<file path="src/rtl/ram_host_arb.sv">
// Round-robin arbiter that gives NumHosts hosts access to a single-port 32-bit RAM.
// Responses come back one cycle after the grant; out-of-range accesses are answered locally with an error.
module ram_host_arb #(
   parameter int unsigned NumHosts = 2,
   parameter int unsigned Depth    = 128
) (
   input  logic                     clk_i,
   input  logic                     rst_ni,
   input  logic [NumHosts-1:0]      host_req_i,
   output logic [NumHosts-1:0]      host_gnt_o,
   input  logic [NumHosts-1:0]      host_we_i,
   input  logic [4*NumHosts-1:0]    host_be_i,
   input  logic [32*NumHosts-1:0]   host_addr_i,
   input  logic [32*NumHosts-1:0]   host_wdata_i,
   output logic [NumHosts-1:0]      host_rvalid_o,
   output logic [NumHosts-1:0]      host_err_o,
   output logic [31:0]              host_rdata_o,
   output logic                     ram_req_o,
   output logic                     ram_we_o,
   output logic [3:0]               ram_be_o,
   output logic [31:0]              ram_addr_o,
   output logic [31:0]              ram_wdata_o,
   input  logic                     ram_rvalid_i,
   input  logic [31:0]              ram_rdata_i
);

   localparam int unsigned Aw   = $clog2(Depth);
   localparam int unsigned IdxW = $clog2(NumHosts);

   logic [IdxW-1:0]     last_q;
   logic [IdxW-1:0]     gnt_idx;
   logic                gnt_any;
   logic [NumHosts-1:0] gnt;

   logic                sel_we;
   logic [3:0]          sel_be;
   logic [31:0]         sel_addr;
   logic [31:0]         sel_wdata;
   logic                sel_oob;

   logic                pend_q;
   logic [IdxW-1:0]     pend_idx_q;
   logic                pend_oob_q;

   // Search starts one past the last winner; the modulo wrap is done by a single subtract.
   always_comb begin : arb
      logic [IdxW:0] cand;
      cand    = '0;
      gnt     = '0;
      gnt_idx = '0;
      gnt_any = 1'b0;
      for (int unsigned i = 1; i <= NumHosts; i++) begin
         cand = {1'b0, last_q} + (IdxW+1)'(i);
         if (cand >= (IdxW+1)'(NumHosts)) begin
            cand = cand - (IdxW+1)'(NumHosts);
         end
         if (!gnt_any && host_req_i[cand[IdxW-1:0]]) begin
            gnt_any                 = 1'b1;
            gnt_idx                 = cand[IdxW-1:0];
            gnt[cand[IdxW-1:0]]     = 1'b1;
         end
      end
   end

   always_comb begin : attr_mux
      sel_we    = 1'b0;
      sel_be    = '0;
      sel_addr  = '0;
      sel_wdata = '0;
      for (int unsigned k = 0; k < NumHosts; k++) begin
         if (gnt[k]) begin
            sel_we    = host_we_i[k];
            sel_be    = host_be_i[4*k +: 4];
            sel_addr  = host_addr_i[32*k +: 32];
            sel_wdata = host_wdata_i[32*k +: 32];
         end
      end
   end

   assign sel_oob     = (sel_addr >> (Aw + 2)) != '0;
   assign host_gnt_o  = gnt;
   assign ram_req_o   = gnt_any & ~sel_oob;
   assign ram_we_o    = sel_we;
   assign ram_be_o    = sel_be;
   assign ram_addr_o  = sel_addr;
   assign ram_wdata_o = sel_wdata;

   always_ff @(posedge clk_i or negedge rst_ni) begin
      if (!rst_ni) begin
         last_q     <= IdxW'(NumHosts - 1);
         pend_q     <= 1'b0;
         pend_idx_q <= '0;
         pend_oob_q <= 1'b0;
      end else begin
         pend_q     <= gnt_any;
         pend_idx_q <= gnt_idx;
         pend_oob_q <= sel_oob;
         if (gnt_any) begin
            last_q <= gnt_idx;
         end
      end
   end

   always_comb begin : resp
      host_rvalid_o = '0;
      host_err_o    = '0;
      host_rdata_o  = '0;
      if (pend_q) begin
         host_rvalid_o[pend_idx_q] = 1'b1;
         if (pend_oob_q) begin
            host_err_o[pend_idx_q] = 1'b1;
         end else begin
            host_rdata_o = ram_rdata_i;
         end
      end
   end

   // The RAM is trusted to answer exactly the in-range grants; only simulation checks it.
   rvalid_match_a: assert property (@(posedge clk_i) disable iff (!rst_ni)
      ram_rvalid_i == (pend_q && !pend_oob_q));

endmodule

</file>
<file path="config.mk">
export PLATFORM = sky130hd
export DESIGN_NAME = ram_host_arb
export DESIGN_NICKNAME = d
export VERILOG_FILES = /design/src/rtl/ram_host_arb.sv
export SDC_FILE = /design/constraint.sdc
export NUM_CORES = 1
export LEC_CHECK = 0
export CAP_MARGIN = 20
export CORE_AREA = 2 2 109 111
export DETAILED_ROUTE_END_ITERATION = 6
export DIE_AREA = 0 0 111 113
export PLACE_DENSITY_LB_ADDON = 0.05
export SLEW_MARGIN = 5
export SYNTH_ARGS = -nofsm -noshare
export SYNTH_HDL_FRONTEND = slang
export SYNTH_SLANG_ARGS = --single-unit
</file>
<file path="constraint.sdc">
create_clock -name clk_i -period 4.91 [get_ports clk_i]
set_input_delay 1.2275 -clock clk_i [delete_from_list [all_inputs] [get_ports clk_i]]
set_output_delay 1.2275 -clock clk_i [all_outputs]
set_load 0.01 [all_outputs]
</file>
# Word-level counts from Yosys, hierarchy flattened
# Index checks and enable logic that the tools add are counted.
# Widths: inputs -> output; s select.
# word_totals
out_inout_bits,108
ff_bits,4
elab_cells,56
in_bits,175
# classes
bitwise_logic,3
reduce_logical,6
mux,31
order_cmp,8
add_sub_neg,4
# ops
op,count
$mux 32,6
$reduce_bool 32->1,1
$mux 1,15
$mux 2,5
$mux 4,2
$lt 1x2->1 const B,3
$ge 2x2->1 const B,2
$logic_and 1x1->1,4
$demux 1 s1,3
$ge 1x1->1 const B,3
$add 1x1->2 const B,1
$add 1x2->2 const B,1
$or 2x2->2,1
$sub 1x1->1 const B,2
$and 1x1->1,1
$logic_not 1->1,1
$not 1->1,1

# Longest topological paths before layout
# logic_depth
word_depth,15
mapped_depth,5
depth_no_buf,4

# Worst setup path before layout
# OpenSTA, ideal clock, no wires.
# synth_timing
kind,input to output
from,in host_addr_i[26]
to,out ram_req_o
arrival_ns,2.230
required_time_ns,3.683
cell_stages,4
path_slack_ns,1.453
path_buffers,0
path_cell_list,or4_4 o211ai_2 and3_1 and3_1
# synth_via
elab_chain_len,5
# synth_rtl
item,line_no,rtl
start: declaration,13,"input logic [32*NumHosts-1:0] host_addr_i,"
$mux 32 (2 in series),71,if (gnt[k]) begin
$reduce_bool 32->1,80,assign sel_oob = (sel_addr >> (Aw + 2)) != '0;
$not 1->1,82,assign ram_req_o = gnt_any & ~sel_oob;
$and 1x1->1,82,
end: declaration,18,"output logic ram_req_o,"
# No other way between the ends.

# Final worst setup path
# Ends and elaborated chain as after synthesis.

==> results.cfg <==
[run_status]
status = complete, no violations

[logic_synthesis]
ys_warn_count = 0
yosys.area_share.xor_xnor_pct = 0
synthTopCellsByArea = a22o_1 48%, and2_1 17%, dfrtp_1 6.1%, buf_2 5.7%, nor4_1 4.6%
ys_seq_area_share_pct = 8.22
synth_edf_count = 0
yosysTopAreaCell = a22o_1
synth_common_cells = 68 x a22o_1, 34 x and2_1, 14 x buf_2
syn_area_sq_mm = 0.00123
synth_fa_ha_area_share_pct = 0
synth-simple-area-share_pct = 29.7
synth-compound-area-share_pct = 53.6
synth_ff_type = dfrtp_1
synthesis.area_per_instance_sq_um = 7.75
netlist.area_leader.share_pct = 48.3
syn-instance-count = 159
yosysMostFrequentCell = a22o_1
async_reset_ff_share_pct = 100
synth_top_family_by_area = compound AO/OA/AOI/OAI gates
synth_nets = 334
ys_seq_elements = 4
synth.distinct_cells = 25
synth_mux_area_share_pct = 0

[detailed_routing]
detail-route-antenna-nets = 0
post-route-drc-count = 0
drtIter0Drc = 102
dr.pass1.iters = 4
via_count = 2431
vias_per_cell = 4.21
drt-total-wl_mm = 9.49
wl_per_cell_microns = 16.4

[clocking]
cts.htree.levels = 1
clk-insertion-delay-late_ns = 0.22
ctsHoldBuffers = 0
cts_setup_buffers = 0
cts_repair_resize_count = 0
cts_root_buf = clkbuf_16
cts_tree = done
path_clk_slew_ns = 0.03
clock_sinks = 4
clk_path_buf_depth = 2
cts_buffers = 3

[sta]
max-slew-margin-rel_pct = 69.2
hold_violations = 0
setup_viol = 0
fin_ws_ns = 0.393
finClkSkew_ns = 0.00222
fin_crit_sh_pct = 92.0
min_period_ns = 4.52
rsz0062_at_grt = false
worst_slew_pin_slew_ns = 0.458
finalSetupTns_ns = 0
slew_viol_final = 0
max_freq_mhz = 221

[cells_and_area]
area_growth_syn_to_layout_pct = 249
layout.nets = 610
diodes = 0
fillers = 1136
multi_input_area_sq_mm = 0.00104
layout-drive-gt1-share_pct = 4.61
post-route-util_pct = 38.1
seq_area_sq_um = 101
fin_area_sq_mm = 0.00430

[place]
place_hpwl_mm = 8.40
placed_cell_area_sq_mm = 0.00422
post-place-ws_ns = 0.375
portBuffers = 281
routabilityCongestion = 0.808

[die]
die_h_microns = 113
die_w_microns = 111
initial_core_util_pct = 10.9
core_sq_mm = 0.0113
num_io_pins = 283
num_rows = 39
dieArea_sq_mm = 0.0125

[worst_setup_path]
cp-startpoint = host_addr_i[26]
end_kind = primary output
worstReg2RegStart = last_q$_DFFE_PN1N_
worstSetupStartpointType = primary input
required_ns = 3.68
arrival_ns = 3.29
path_class = primary input to primary output
critPathMaxFanout = 2

[power_and_ir_drop]
power_leakage_nw = 1.65
p_total_w = 0.000624
ir_drop_mv = 0.0973
power_density_mw_per_mm2 = 145

[global_routing]
grt_usage_pct = 13.9
antenna_found_initial = 0
grt_pass1_vias = 2499
gr-total-overflow = 0
grt_max_degree = 33
grt_pass1_wl_mm = 13.9

[min_path]
hold_class = flip-flop to flip-flop
worstHoldStart = last_q$_DFFE_PN1N_

[run]
drv_cap = 0
kinds of logic (layout without fill, tap and decap cells):
kind of cell	Yosys count	in the layout
AO/OA/AOI/OAI	76	76
buffers and inverters	20	295
flip-flops	4	4
AND/OR/NAND/NOR	59	59
sequential cells by signal, summed over array words and instances, names as in the netlist:
| name | count |
|---|---|
| last_q | 1 |
| pend_idx_q | 1 |
| pend_oob_q | 1 |
| pend_q | 1 |
worst max-delay path: stages:
cell,delay [ns]
clkdlybuf4s50_1,0.44
or4_4,0.55
o211ai_2,0.18
and3_1,0.16
and3_1,0.16
clkdlybuf4s50_1,0.57
routing by layer:
metal	GRT usage, %	vias to the layer above	part of all wire [%]
li1	-	1188	-
met1	15.2	1080	38
met2	26.9	158	52
met3	4.71	5	9.4
met4	1.67	0	0.58
met5	0	-	0
placed cells by master (no fill, tap or decap):
master | synthesis | layout
clkdlybuf4s50_1 | 0 | 281
a22o_1 | 68 | 68
and2_1 | 34 | 33
nor4_1 | 9 | 9
buf_4 | 1 | 8
nand2_1 | 3 | 3
and3_1 | 3 | 3
clkbuf_16 | 0 | 3
dfrtp_1 | 3 | 3
nor2b_1 | 2 | 2
nor2_1 | 2 | 2
nand3_1 | 2 | 2
a22oi_1 | 2 | 2
nand2b_4 | 1 | 1
and2_2 | 0 | 1
a21boi_4 | 0 | 1
a22o_2 | 1 | 1
or4_4 | 1 | 1
o211ai_2 | 1 | 1
o31ai_1 | 1 | 1
nand4_1 | 1 | 1
or2_2 | 1 | 1
a21boi_0 | 2 | 1
inv_1 | 1 | 1
o21ai_0 | 1 | 1
clkbuf_1 | 3 | 1
dfstp_2 | 1 | 1
buf_12 | 0 | 1
through the flow:
stage                     hold slack (ns)  std cells
final                               0.513        577
after global routing                0.533        577
after CTS                           0.518        577
after detailed placement            0.514        573
after global placement              0.498        573
after floorplan                     0.459        159
layout make-up:
class / count / area share (%)
Clock buffer: 4 / 1.84
Inverter: 1 / 0.0874
Multi-Input combinational cell: 135 / 24.2
Sequential cell: 4 / 2.36
Tap cell: 143 / 4.17
Timing Repair Buffer: 290 / 67.3
power by group:
group	switching (W)	internal, W
combinational	0.000156	0.000297
clock	0.0000235	0.000107
sequential	0.00000317	0.0000370
final timing paths:
check | slack [ns] | endpoint | depth (start not counted)
max in group asynchronous | 3.45 | last_q$_DFFE_PN1N_ | 1
min | 0.51 | last_q$_DFFE_PN1N_ | 2
min reg2reg | 0.51 | last_q$_DFFE_PN1N_ | 2
max | 0.39 | ram_req_o | 6
min in group asynchronous | 1.22 | pend_q$_DFF_PN0_ | 1
max reg2reg | 3.50 | pend_oob_q$_DFF_PN0_ | 4
No activity file was read; power rests on OpenSTA's default activity.
